==> config.mk <==
export PLATFORM = sky130hd
export DESIGN_NAME = instr_fetch
export DESIGN_NICKNAME = d
export VERILOG_FILES = /design/src/rtl/core_pkg.sv /design/src/rtl/ifetch_fifo.sv /design/src/rtl/instr_fetch.sv
export SDC_FILE = /design/constraint.sdc
export NUM_CORES = 1
export LEC_CHECK = 0
export CAP_MARGIN = 20
export CORE_MARGIN = 2
export CORE_UTILIZATION = 40
export CTS_CLUSTER_DIAMETER = 80
export CTS_CLUSTER_SIZE = 20
export DETAILED_ROUTE_END_ITERATION = 8
export PLACE_DENSITY = 0.66
export SETUP_SLACK_MARGIN = 0.4
export SLEW_MARGIN = 10
export SYNTH_ARGS = -nofsm -noshare
export SYNTH_HDL_FRONTEND = slang
export SYNTH_SLANG_ARGS = --single-unit
export TNS_END_PERCENT = 20
==> constraint.sdc <==
create_clock -name clk -period 3.15 [get_ports clk]
set_input_delay 0.4725 -clock clk [delete_from_list [all_inputs] [get_ports clk]]
set_output_delay 0.4725 -clock clk [all_outputs]
set_load 0.01 [all_outputs]
==> src/rtl/core_pkg.sv <==
// Shared core constants: instruction width, NOP encoding and PC step.
// Imported by the fetch unit and by decode.
package core_pkg;
    localparam int          INSTR_W   = 32;
    localparam logic [31:0] NOP_INSTR = 32'h0000_0013;
    localparam int          PC_STEP   = 4;
endpackage

==> src/rtl/ifetch_fifo.sv <==
// Two-entry prefetch buffer of {pc, instr}. The head is a register, so the
// outputs never depend combinationally on the write data. Flush beats push.
module ifetch_fifo
    import core_pkg::*;
#(
    parameter int unsigned        ADDR_W   = 7,
    parameter logic [ADDR_W-1:0]  RESET_PC = '0
) (
    input  logic               clk,
    input  logic               rst,
    input  logic               push,
    input  logic               pop,
    input  logic               flush,
    input  logic [ADDR_W-1:0]  wr_pc,
    input  logic [INSTR_W-1:0] wr_instr,
    output logic [ADDR_W-1:0]  head_pc,
    output logic [INSTR_W-1:0] head_instr,
    output logic [1:0]         count
);

    logic [ADDR_W-1:0]  tail_pc;
    logic [INSTR_W-1:0] tail_instr;

    always_ff @(posedge clk) begin
        if (rst) begin
            count      <= 2'd0;
            head_pc    <= RESET_PC;
            head_instr <= NOP_INSTR;
            tail_pc    <= RESET_PC;
            tail_instr <= NOP_INSTR;
        end else if (flush) begin
            count <= 2'd0;
        end else begin
            case ({push, pop})
                2'b10: begin
                    if (count == 2'd0) begin
                        head_pc    <= wr_pc;
                        head_instr <= wr_instr;
                        count      <= 2'd1;
                    end else if (count == 2'd1) begin
                        tail_pc    <= wr_pc;
                        tail_instr <= wr_instr;
                        count      <= 2'd2;
                    end
                end
                2'b01: begin
                    if (count == 2'd2) begin
                        head_pc    <= tail_pc;
                        head_instr <= tail_instr;
                        count      <= 2'd1;
                    end else if (count == 2'd1) begin
                        count <= 2'd0;
                    end
                end
                2'b11: begin
                    // Pop on an empty buffer is ignored, so treat it as a plain push.
                    if (count == 2'd2) begin
                        head_pc    <= tail_pc;
                        head_instr <= tail_instr;
                        tail_pc    <= wr_pc;
                        tail_instr <= wr_instr;
                    end else begin
                        head_pc    <= wr_pc;
                        head_instr <= wr_instr;
                        count      <= 2'd1;
                    end
                end
                default: ;
            endcase
        end
    end

endmodule

==> src/rtl/instr_fetch.sv <==
// Instruction fetch: PC register, imem read port, 2-entry prefetch buffer.
// Optional IFETCH_STALL_CNT_EN adds a saturating decode-stall counter.
module instr_fetch
    import core_pkg::*;
#(
    parameter int unsigned        ADDR_W   = 7,
    parameter logic [ADDR_W-1:0]  RESET_PC = '0
) (
    input  logic               clk,
    input  logic               rst,
    output logic [ADDR_W-1:0]  r_addr_imem,
    input  logic [INSTR_W-1:0] r_data_imem,
    input  logic               redirect_valid,
    input  logic [ADDR_W-1:0]  redirect_pc,
    output logic               instr_valid,
    input  logic               instr_ready,
    output logic [INSTR_W-1:0] instr_data,
    output logic [ADDR_W-1:0]  instr_pc
`ifdef IFETCH_STALL_CNT_EN
    ,
    output logic [15:0]        stall_cnt
`endif
);

    logic [ADDR_W-1:0] pc;
    logic [1:0]        count;
    logic              push;
    logic              pop;
    logic              unused_low_bits;

    assign unused_low_bits = ^redirect_pc[1:0];

    assign r_addr_imem = pc;
    assign instr_valid = (count != 2'd0);
    assign pop         = instr_valid && instr_ready;
    assign push        = !redirect_valid && ((count != 2'd2) || pop);

    always_ff @(posedge clk) begin
        if (rst) begin
            pc <= RESET_PC;
        end else if (redirect_valid) begin
            pc <= {redirect_pc[ADDR_W-1:2], 2'b00};
        end else if (push) begin
            pc <= pc + ADDR_W'(PC_STEP);
        end
    end

    ifetch_fifo #(
        .ADDR_W   (ADDR_W),
        .RESET_PC (RESET_PC)
    ) u_fifo (
        .clk        (clk),
        .rst        (rst),
        .push       (push),
        .pop        (pop),
        .flush      (redirect_valid),
        .wr_pc      (pc),
        .wr_instr   (r_data_imem),
        .head_pc    (instr_pc),
        .head_instr (instr_data),
        .count      (count)
    );

`ifdef IFETCH_STALL_CNT_EN
    always_ff @(posedge clk) begin
        if (rst) begin
            stall_cnt <= 16'd0;
        end else if (instr_valid && !instr_ready && (stall_cnt != 16'hFFFF)) begin
            stall_cnt <= stall_cnt + 16'd1;
        end
    end
`endif

endmodule
==> out/results.txt <==
# rows -> 36
area grow syn2layout -> 26.59%
CTS buffer count -> 9
Total Wirelength -> 10000 um
worst clock skew -> 0.01206 ns
Synth Register Bits -> 81
synth cell count leaders -> dfxtp_1, nand2b_1, a311oi_1, mux2i_1, o21ai_0
crit path time final -> 2.197 ns
Gate power share -> 17.9%
chip height -> 102.8 um
Die Area -> 0.01057 mm^2
Routability Congestion -> 0.7501
Post-DP HPWL -> 6214 um
Setup Buffers After CTS -> 0
post-route cell area -> 0.004945 mm^2
area leader, netlist -> dfxtp_1
cts repair resizes -> 0
Die X -> 102.8 um
1st-iter DRT viols -> 166
htree depth -> 3
Place WS -> 0.6050 ns
clk sinks -> 81
Synth Area per Inst -> 9.105 um^2
global-route wire length before repair -> 16270 um
Setup CP Type -> flop to primary output
Residual DRC -> 0
leak pwr -> 1.622 nW
DRT antenna net count -> 0
switching share of power -> 27.83%
area of the core -> 0.009639 mm^2
total number of yosys warnings -> 0
nets -> 533
Post-synth EDFFs -> 0
Final Hold Fails -> 0
Buffers on Ports -> 83
worst reg-to-reg setup slack -> 1.27 ns
number of library cell types mapped by synthesis -> 37
most frequent cell after synthesis -> dfxtp_1
initial antenna violation count -> 0
Clock power frac -> 33.3%
switching power -> 0.0006391 W
global route overflow -> 0
CTS Hold Buffers Added -> 0
RSZ-0062 raised after global routing -> no
Worst Max-Slew Pin Slew -> 0.9834 ns
CTS clock-pin slew for the worst setup and hold paths -> 0.09 ns
Total Routing Usage GR -> 19.48%
Max Clk Rate -> 455.2 MHz
Int Pwr -> 0.001658 W
HP Start -> u_fifo.tail_instr[30]
largest net degree at the start of global routing -> 66
# setup viols final -> 0
Required @ worst endpoint -> 2.68 ns
Final Cycle Share -> 69.74%
synth top area cells -> dfxtp_1, nand2b_1, mux2i_1
Max VDD drop -> 0.0001927 V
Fin Setup TNS -> 0 ns
vias in the first global route -> 3257
vias per inst -> 5.401
post-DR wirelength/cell -> 15.93 um
CP arrival -> 1.72 ns
CP endpoint kind -> primary output
Cell Area, Synth -> 0.003906 mm^2
clock latency on the worst-skew pair -> 0.36 ns
PnR worst setup slack -> 0.9532 ns
Power Total -> 0.002297 W
PwrDens -> 464.5 mW/mm^2
Primary FF master, synth -> dfxtp_1
Pins Over Slew Limit -> 0
share of the synthesized area in the top cell type -> 41.51%
sequential power share -> 48.8%
routed vias -> 3392
FF+latch area -> 0.001622 mm^2
I/O Pins -> 90
outcome -> completed
area occupied by multi-input gates -> 0.002016 mm^2
Clock Path Buffers -> 2
filler instances -> 939
Clk Tree Root Cell -> clkbuf_8
Max-Cap Viols -> 0
CTS tree -> done
FFs w/ async S/R, synth -> 0%
Initial Utilization -> 40.52%
Hold WC Path Type -> flop to flop
share of post-route cells with drive strength above 1 -> 7.490%
drt pass-1 iters -> 4
r2r startpoint -> u_fifo.count[0]
cell area after placement -> 0.004747 mm^2
Max-slew headroom -> 34.27%
crit path max fanout -> 10
Startpoint Class -> flop
post-synthesis sequential area ratio -> 41.51%
Reg2Reg Depth -> 4
synthesized instance count -> 429
R2R Path End -> u_fifo.head_instr[19]
Hold Path End -> u_fifo.tail_instr[30]
hold path depth -> 2
==> stage by stage <==
| stage | cells | utilization [%] | hold slack [ns] |
|---|---|---|---|
| floorplan | 432 | - | 0.4489 |
| global placement | 611 | 49.25 | 0.4579 |
| detailed placement | 611 | 49.25 | 0.4658 |
| CTS | 627 | 51.27 | 0.4785 |
| global route | 627 | 51.27 | 0.4975 |
| finish | 628 | 51.30 | 0.4777 |
==> flip-flops by register name (all words and copies together) (netlist names) <==
| name | cells |
|---|---|
| u_fifo.head_pc | 5 |
| u_fifo.tail_instr | 32 |
| u_fifo.tail_pc | 5 |
| u_fifo.head_instr | 32 |
| u_fifo.count | 2 |
| r_addr_imem | 5 |
==> worst max path at each step <==
stage | start | end | slack (ns) | cells past startpoint
floorplan | instr_ready | u_fifo.tail_instr[0] | 1.47 | 6
global placement | redirect_valid | u_fifo.head_instr[22] | 0.64 | 5
detailed placement | redirect_valid | u_fifo.head_instr[19] | 0.61 | 5
CTS | u_fifo.count[0] | instr_valid | 0.93 | 2
global route | redirect_valid | u_fifo.head_instr[26] | 0.86 | 5
finish | u_fifo.count[0] | instr_valid | 0.95 | 2
==> worst max-delay path, stage by stage (launching register included) <==
cell and delay [ns]:
dfxtp_1 0.58, or2_2 0.25, clkdlybuf4s50_1 0.55
==> routing by layer <==
| metal | GRT usage [%] | vias up | wire length, um |
|---|---|---|---|
| li1 | - | 1664 | - |
| met1 | 25.81 | 1616 | 4499 |
| met2 | 33.08 | 101 | 4852 |
| met3 | 2.644 | 11 | 546 |
| met4 | 6.073 | 0 | 104 |
| met5 | 0 | - | 0 |
==> final cells by class <==
class | instances | area share [%]
inverter | 4 | 0.3036
antenna | 1 | 0.05061
multi-input combinational | 299 | 40.76
clock inverter | 7 | 1.442
sequential | 81 | 32.79
timing repair buffer | 94 | 18.78
clock buffer | 9 | 2.505
tap | 133 | 3.365
==> cell usage in the layout (no fill, tap or decap), types with 2 or more instances in the layout <==
cell type / count
clkbuf_8: 9
o32a_1: 3
mux2i_1: 37
nor2_1: 10
a21oi_1: 35
a21boi_0: 3
dfxtp_1: 81
buf_2: 2
o211ai_1: 3
buf_4: 9
nand2_1: 7
clkinv_4: 3
nand2b_1: 69
nand3_1: 36
inv_1: 4
a311oi_1: 37
or3_1: 2
conb_1: 4
o21ai_0: 37
buf_12: 2
a21oi_4: 2
clkdlybuf4s50_1: 81
clkinv_2: 3
==> power groups by stage <==
stage | sequential, W | combinational (W) | clock (W)
4_1_cts | 0.00112 | 0.000413 | 0.000780
5_1_grt | 0.00113 | 0.000450 | 0.000815
2_1_floorplan | 0.00115 | 0.000208 | 0
6_report | 0.00112 | 0.000410 | 0.000765
3_5_place_dp | 0.00114 | 0.000412 | 0
3_3_place_gp | 0.00114 | 0.000406 | 0
==> logic make-up after synthesis <==
family	Yosys count	synth area share (%)
other	1	0.09600
and+or+nand+nor	130	18.90
AOI/OAI and AO/OA	124	21.04
adders and majority gates	1	0.3203
buffers and inverters	52	7.559
muxes	39	10.35
xor gates and xnor gates	1	0.2243
DFF	81	41.51
No activity file was read; power rests on OpenSTA's default activity.
